## config.mk

```make
export PLATFORM = sky130hd
export DESIGN_NAME = store_buffer
export DESIGN_NICKNAME = d
export VERILOG_FILES = /design/src/rtl/store_buffer_pkg.sv /design/src/rtl/sb_match.sv /design/src/rtl/store_buffer.sv
export SDC_FILE = /design/constraint.sdc
export NUM_CORES = 1
export LEC_CHECK = 0
export CAP_MARGIN = 25
export CELL_PAD_IN_SITES_DETAIL_PLACEMENT = 0
export CELL_PAD_IN_SITES_GLOBAL_PLACEMENT = 1
export CORE_MARGIN = 2
export CORE_UTILIZATION = 44
export DETAILED_ROUTE_END_ITERATION = 10
export PLACE_DENSITY = 0.82
export SYNTH_ARGS = -nofsm -noshare
export SYNTH_HDL_FRONTEND = slang
export SYNTH_SLANG_ARGS = --single-unit
```

## constraint.sdc

```tcl
create_clock -name clk -period 5 [get_ports clk]
set_input_delay 0.5 -clock clk [delete_from_list [all_inputs] [get_ports clk]]
set_output_delay 0.5 -clock clk [all_outputs]
set_load 0.005 [all_outputs]
```

## src/rtl/store_buffer_pkg.sv

```systemverilog
// Shared constants and the per-cycle access classification for the posted-write
// store buffer that sits in front of the single-ported DataMem.
package store_buffer_pkg;

  localparam int SB_ADDR_W = 9;
  localparam int SB_DATA_W = 32;
  localparam int SB_DEPTH  = 4;

  // What the CPU side does with the buffer this cycle; draining is decided separately.
  typedef enum logic [2:0] {
    OP_IDLE,
    OP_LOAD_HIT,
    OP_LOAD_MISS,
    OP_STORE_HIT,
    OP_STORE_NEW,
    OP_STORE_STALL
  } sb_op_e;

  // A simultaneous load and store is treated as a store only.
  function automatic sb_op_e classify_op(input logic load, input logic store,
                                         input logic hit, input logic full);
    if (store) begin
      if (hit)       return OP_STORE_HIT;
      else if (full) return OP_STORE_STALL;
      else           return OP_STORE_NEW;
    end else if (load) begin
      return hit ? OP_LOAD_HIT : OP_LOAD_MISS;
    end
    return OP_IDLE;
  endfunction

endpackage

```

## src/rtl/sb_match.sv

```systemverilog
// Combinational address compare over all buffer entries: one-hot hit vector plus
// the data of the (at most one) matching entry.
module sb_match #(
  parameter int DEPTH  = 4,
  parameter int ADDR_W = 9,
  parameter int DATA_W = 32
) (
  input  logic [DEPTH-1:0]  valid,
  input  logic [ADDR_W-1:0] entry_addr [DEPTH],
  input  logic [DATA_W-1:0] entry_data [DEPTH],
  input  logic [ADDR_W-1:0] cpu_addr,
  output logic [DEPTH-1:0]  hit_vec,
  output logic              hit,
  output logic [DATA_W-1:0] hit_data
);

  // Coalescing guarantees a single match, so an AND-OR mux replaces a priority chain.
  always_comb begin
    hit_vec  = '0;
    hit_data = '0;
    for (int i = 0; i < DEPTH; i++) begin
      hit_vec[i] = valid[i] && (entry_addr[i] == cpu_addr);
      if (hit_vec[i]) hit_data = hit_data | entry_data[i];
    end
    hit = |hit_vec;
  end

endmodule

```

## src/rtl/store_buffer.sv

```systemverilog
// Posted-write FIFO between the CPU load/store path and DataMem: coalesces
// same-address stores, forwards load hits, and drains oldest-first when the port is idle.
module store_buffer
  import store_buffer_pkg::*;
#(
  parameter int DEPTH  = SB_DEPTH,
  parameter int ADDR_W = SB_ADDR_W,
  parameter int DATA_W = SB_DATA_W
) (
  input  logic                   clk,
  input  logic                   rst_n,
  input  logic                   cpu_store,
  input  logic                   cpu_load,
  input  logic [ADDR_W-1:0]      cpu_addr,
  input  logic [DATA_W-1:0]      cpu_wdata,
  output logic [DATA_W-1:0]      cpu_rdata,
  output logic                   cpu_stall,
  output logic                   mem_read,
  output logic                   mem_write,
  output logic [ADDR_W-1:0]      mem_addr,
  output logic [DATA_W-1:0]      mem_wdata,
  input  logic [DATA_W-1:0]      mem_rdata,
  output logic [$clog2(DEPTH):0] sb_count,
  output logic                   sb_empty
);

  localparam int PTR_W = $clog2(DEPTH);
  localparam int CNT_W = PTR_W + 1;

  logic [DEPTH-1:0]  valid;
  logic [ADDR_W-1:0] entry_addr [DEPTH];
  logic [DATA_W-1:0] entry_data [DEPTH];
  logic [PTR_W-1:0]  head, tail;
  logic [CNT_W-1:0]  count;

  logic [DEPTH-1:0]  hit_vec;
  logic              hit;
  logic [DATA_W-1:0] hit_data;
  logic              full;
  logic              drain;
  logic              alloc;
  logic [DEPTH-1:0]  wr_en;
  sb_op_e            op;

  sb_match #(
    .DEPTH  (DEPTH),
    .ADDR_W (ADDR_W),
    .DATA_W (DATA_W)
  ) u_match (
    .valid      (valid),
    .entry_addr (entry_addr),
    .entry_data (entry_data),
    .cpu_addr   (cpu_addr),
    .hit_vec    (hit_vec),
    .hit        (hit),
    .hit_data   (hit_data)
  );

  assign full  = (count == CNT_W'(DEPTH));
  assign op    = classify_op(cpu_load, cpu_store, hit, full);
  assign alloc = (op == OP_STORE_NEW);

  // The port is free unless a load misses or a store is accepted; a stalled store
  // leaves it free, which is what lets the retry succeed on the following cycle.
  assign drain = (count != '0) && (op != OP_LOAD_MISS)
              && (op != OP_STORE_HIT) && (op != OP_STORE_NEW);

  assign cpu_stall = (op == OP_STORE_STALL);
  assign sb_count  = count;
  assign sb_empty  = (count == '0);

  // NOTE: every signal assigned in an always_comb gets a default first, so no path leaves it unassigned and no latch is inferred.
  always_comb begin
    wr_en = '0;
    if (op == OP_STORE_HIT)      wr_en = hit_vec;
    else if (op == OP_STORE_NEW) wr_en = DEPTH'(1) << tail;
  end

  always_comb begin
    cpu_rdata = '0;
    mem_read  = 1'b0;
    mem_write = 1'b0;
    mem_addr  = '0;
    mem_wdata = '0;
    if (op == OP_LOAD_HIT) begin
      cpu_rdata = hit_data;
    end else if (op == OP_LOAD_MISS) begin
      cpu_rdata = mem_rdata;
      mem_read  = 1'b1;
      mem_addr  = cpu_addr;
    end
    if (drain) begin
      mem_write = 1'b1;
      mem_addr  = entry_addr[head];
      mem_wdata = entry_data[head];
    end
  end

  // NOTE: sequential state uses non-blocking assignments so every register samples pre-edge values.
  always_ff @(posedge clk or negedge rst_n) begin
    if (!rst_n) begin
      valid <= '0;
      head  <= '0;
      tail  <= '0;
      count <= '0;
    end else begin
      if (alloc) begin
        valid[tail] <= 1'b1;
        tail        <= tail + PTR_W'(1);
        count       <= count + CNT_W'(1);
      end else if (drain) begin
        valid[head] <= 1'b0;
        head        <= head + PTR_W'(1);
        count       <= count - CNT_W'(1);
      end
    end
  end

  // NOTE: the address/data storage is deliberately not reset; valid alone qualifies it.
  always_ff @(posedge clk) begin
    for (int i = 0; i < DEPTH; i++) begin
      if (wr_en[i]) begin
        entry_addr[i] <= cpu_addr;
        entry_data[i] <= cpu_wdata;
      end
    end
  end

endmodule
```

==> metrics list <==
* Outcome: complete, no violations
* Final Hold Vio Count: 0
- Counting every instance in the synthesized netlist gives 529.
- Critical path endpoint category: primary output
- Layout Area Growth over Synthesis: 29.2%
- Global-route wire length before repair: 33,900 microns
- Number of maximum-capacitance constraint violations: 0
- In this run the deepest clock path goes through 2 buffers.
- Vias per std cell: 6.09
- Timing-limited maximum frequency: 0.212 GHz
* Endpoints failing setup: 0
- Post-detailed-route DRC marker count: 0
* Maximum level of the CTS H-tree: 4
* Horiz. Die Dim: 142 microns
- Across the routed clock network, the largest skew measured is 15.6 ps.
* CTS root buffer: sky130_fd_sc_hd__clkbuf_16
* Overall fraction of global-route tracks in use: 0.229
- Syn. warnings: 0
* Cells along the critical path: clkdlybuf4s50_1, xnor2_1, nand4_1, nor3_4, buf_4, nor4_2, and2_2, buf_4, a22o_1, clkdlybuf4s50_1
- Clock tree synthesis found a total of 175 sinks.
- Final Core Density: 0.580
- For flop-to-flop paths, the worst setup slack is 1400 ps.
- The first routing iteration left 425 violations.
* Final worst path period share: 0.943
- For the final routed database, the setup TNS stands at 0 ps.
- The number of antenna violations at the first check in global routing is 1.
- Final routed wirelength across all metal layers: 23,000 microns
- The routed layout has 5,657 vias.
* Power density relative to cell area: 446 nW/um^2
- Measured in cells, the most critical reg-to-reg path has a length of 12.
* Post-Layout Inst Area: 10,800 sq um
- FF-to-FF Start: entry_addr[10]
- Reg-to-reg critical path endpoint: sb_count[2]
* Synthesized net count: 616
* Peak ir drop on the vdd network: 0.273 mV
- Portion of the post-synthesis area used by sequential elements: 0.619
- Pin count of the biggest net entering global routing: 37
- Shortest period the worst path allows: 4710 ps
- Static power due to leakage: 3.61 nW
* Placed cell areas: 10,300 sq um
* Post_cts resized: 0
- Along the worst path, the maximum fanout reaches 35.
* Weighted congestion at the end of routability-driven global placement: 0.862
- For the worst setup path, the data arrival time is 4210 ps.
- Initial core utilization: 0.449
- Type of element launching the critical path: input port
- Detailed-router iteration count before antenna repair: 5
- Clock network latency to the later pin of the worst-skew pair: 430 ps
* Clock edge transition at the registers on the reported setup and hold paths: 60 ps
- Floorplan row count: 50
* Ratio of cells with drive above 1 in the final layout: 0.155
* Setup CP Type: in2out
- The floorplan step defined a die boundary enclosing 20,200 sq um.
- After layout, the worst setup slack is 286 ps.
* RSZ-0062 raised after global routing: no
- In this run, post-CTS hold repair placed 0 buffers.
- Number of I/O port buffers: 156
* Synthesis-stage register bit count: 175
* Stage delay of the slowest cell on the critical path: 830 ps
* Core outline area: 18,700 sq um
* Setup slack at placement: 343 ps
* Required time of the critical path: 4500 ps
* Final layout net count: 769
* Detail Placement HPWL: 14,800 microns
* Synth Cell Area: 8390 sq um
- Post-CTS timing repair inserted 0 buffers for setup.
* Least-Margin Pin Slew: 867 ps
- Num ports: 157
- Max-slew headroom at the worst pin: 0.417
- The number of pins with negative max-slew slack in the final report was 0.
- Cell variety after synth: 36
* Number of buffers added by the clock tree synthesis step: 17
- Vias in the first global route: 5,912
- Detail-routed net length per standard cell: 24.7 microns
- The worst hold path belongs to the class in2async.
- The critical path starts at cpu_addr[2].
- Antenna viol nets, final: 0
- Number of antenna repair diodes: 0
* Termination of the worst setup path: mem_addr[0]
* Grt total ovfl: 0
- In this run the mean area of a mapped cell was 15.9 sq um.
- CTS tree: yes
* Overall die height: 142 microns
* Critical Path Slowest Stage Cell: sky130_fd_sc_hd__nor4_2
flip-flops by register name, indices dropped and copies added (netlist names):
signal      count
sb_count        3
valid           4
tail            2
entry_data    128
head            2
entry_addr     36
worst min path at each step:
| stage | cells past startpoint | slack [ps] | to |
|---|---|---|---|
| final | 1 | 410 | sb_count[0] |
| after detailed placement | 1 | 510 | valid[0] |
| after floorplan | 0 | 200 | head[0] |
| after global placement | 1 | 520 | valid[2] |
| after CTS | 1 | 420 | sb_count[0] |
| after global routing | 1 | 470 | sb_count[0] |
area by class of cell:
class / instances / area (sq um)
timing repair buffer: 180 / 1770
tap: 234 / 293
sequential: 175 / 5200
clock buffer: 20 / 437
clock inverter: 12 / 143
multi-input combinational: 304 / 2990
fill: 1470 / 7860
inverter: 4 / 15.0
critical path: cells and delay by family:
kind	cells	cell delay, ps
buffers and inverters	4	1820
and+or+nand+nor	4	1500
xor gates and xnor gates	1	160
AOI/OAI and AO/OA	1	210
Yosys cell counts:
cell                        number  area [sq um]
sky130_fd_sc_hd__ha_1           10           125
sky130_fd_sc_hd__buf_2          12          60.1
sky130_fd_sc_hd__clkbuf_1       24          90.1
sky130_fd_sc_hd__or4_1           1          7.51
sky130_fd_sc_hd__nor3b_1         2          15.0
sky130_fd_sc_hd__edfxtp_1      164          4920
sky130_fd_sc_hd__mux2_2          2          22.5
sky130_fd_sc_hd__inv_1           4          15.0
sky130_fd_sc_hd__nor3_2          3          30.0
sky130_fd_sc_hd__a22oi_1        34           255
sky130_fd_sc_hd__a21oi_1         2          10.0
sky130_fd_sc_hd__o2bb2ai_1      15           131
sky130_fd_sc_hd__nand2_1        22          82.6
sky130_fd_sc_hd__and2_1         35           219
sky130_fd_sc_hd__or3b_2          1          8.76
sky130_fd_sc_hd__buf_4           7          52.6
sky130_fd_sc_hd__o31ai_1         1          7.51
sky130_fd_sc_hd__a221oi_1       15           131
sky130_fd_sc_hd__a21boi_2        1          11.3
sky130_fd_sc_hd__o21ai_0         1          5.00
sky130_fd_sc_hd__or4b_2          1          10.0
sky130_fd_sc_hd__nor4_2          1          12.5
sky130_fd_sc_hd__nand4_1         8          50.1
sky130_fd_sc_hd__buf_6           2          22.5
sky130_fd_sc_hd__buf_1           1          3.75
sky130_fd_sc_hd__nand3_1         2          10.0
sky130_fd_sc_hd__o211ai_1        5          37.5
sky130_fd_sc_hd__mux4_2         41           923
sky130_fd_sc_hd__dfrtp_1        11           275
sky130_fd_sc_hd__nor2_1          6          22.5
sky130_fd_sc_hd__a221oi_2        1          15.0
sky130_fd_sc_hd__nor3_1          3          15.0
sky130_fd_sc_hd__a22o_1         49           429
sky130_fd_sc_hd__a31oi_1         1          6.26
sky130_fd_sc_hd__nor4_1          1          6.26
sky130_fd_sc_hd__xnor2_1        40           350
where the power goes:
group          internal, mW  switching, mW  leakage, nW
Sequential             1.76          0.149         1.62
Combinational         0.946          0.673         1.72
Clock                 0.780          0.525        0.275
Total                  3.49           1.35         3.61
stage by stage:
stage	hold WS, ps	power (mW)	cells
floorplan	204	2.78	529
global placement	516	3.54	897
detailed placement	512	3.57	897
CTS	420	4.87	929
global route	471	5.04	929
finish	412	4.84	929
cells by family (layout without fill, tap and decap cells):
kind of cell / after synthesis / count (layout) / synth area share
multiplexers: 43 / 43 / 0.113
XOR/XNOR: 40 / 40 / 0.0417
flip-flops: 175 / 175 / 0.619
AND/OR/NAND/NOR: 86 / 86 / 0.0583
AO/OA/AOI/OAI: 125 / 125 / 0.124
buffers and inverters: 50 / 216 / 0.0291
adder cells (fa/ha/maj): 10 / 10 / 0.0149
layout by cell type, fill, tap and decap left out, types with 15 or more instances in the layout:
cell type,count
sky130_fd_sc_hd__edfxtp_1,164
sky130_fd_sc_hd__clkdlybuf4s50_1,156
sky130_fd_sc_hd__a22o_1,45
sky130_fd_sc_hd__mux4_2,41
sky130_fd_sc_hd__xnor2_1,40
sky130_fd_sc_hd__and2_1,34
sky130_fd_sc_hd__a22oi_1,34
sky130_fd_sc_hd__nand2_1,22
sky130_fd_sc_hd__buf_4,22
sky130_fd_sc_hd__clkbuf_16,17
sky130_fd_sc_hd__a221oi_1,15
sky130_fd_sc_hd__o2bb2ai_1,15
routing by layer:
layer  part of all wire  vias up  global-route usage
met5            0.00048        -                   0
met4              0.031        2              0.0937
met3              0.069       43              0.0468
met2               0.51      258               0.393
met1               0.39     2888               0.285
li1                   -     2466                   -
(Power assumes the default switching activity.)
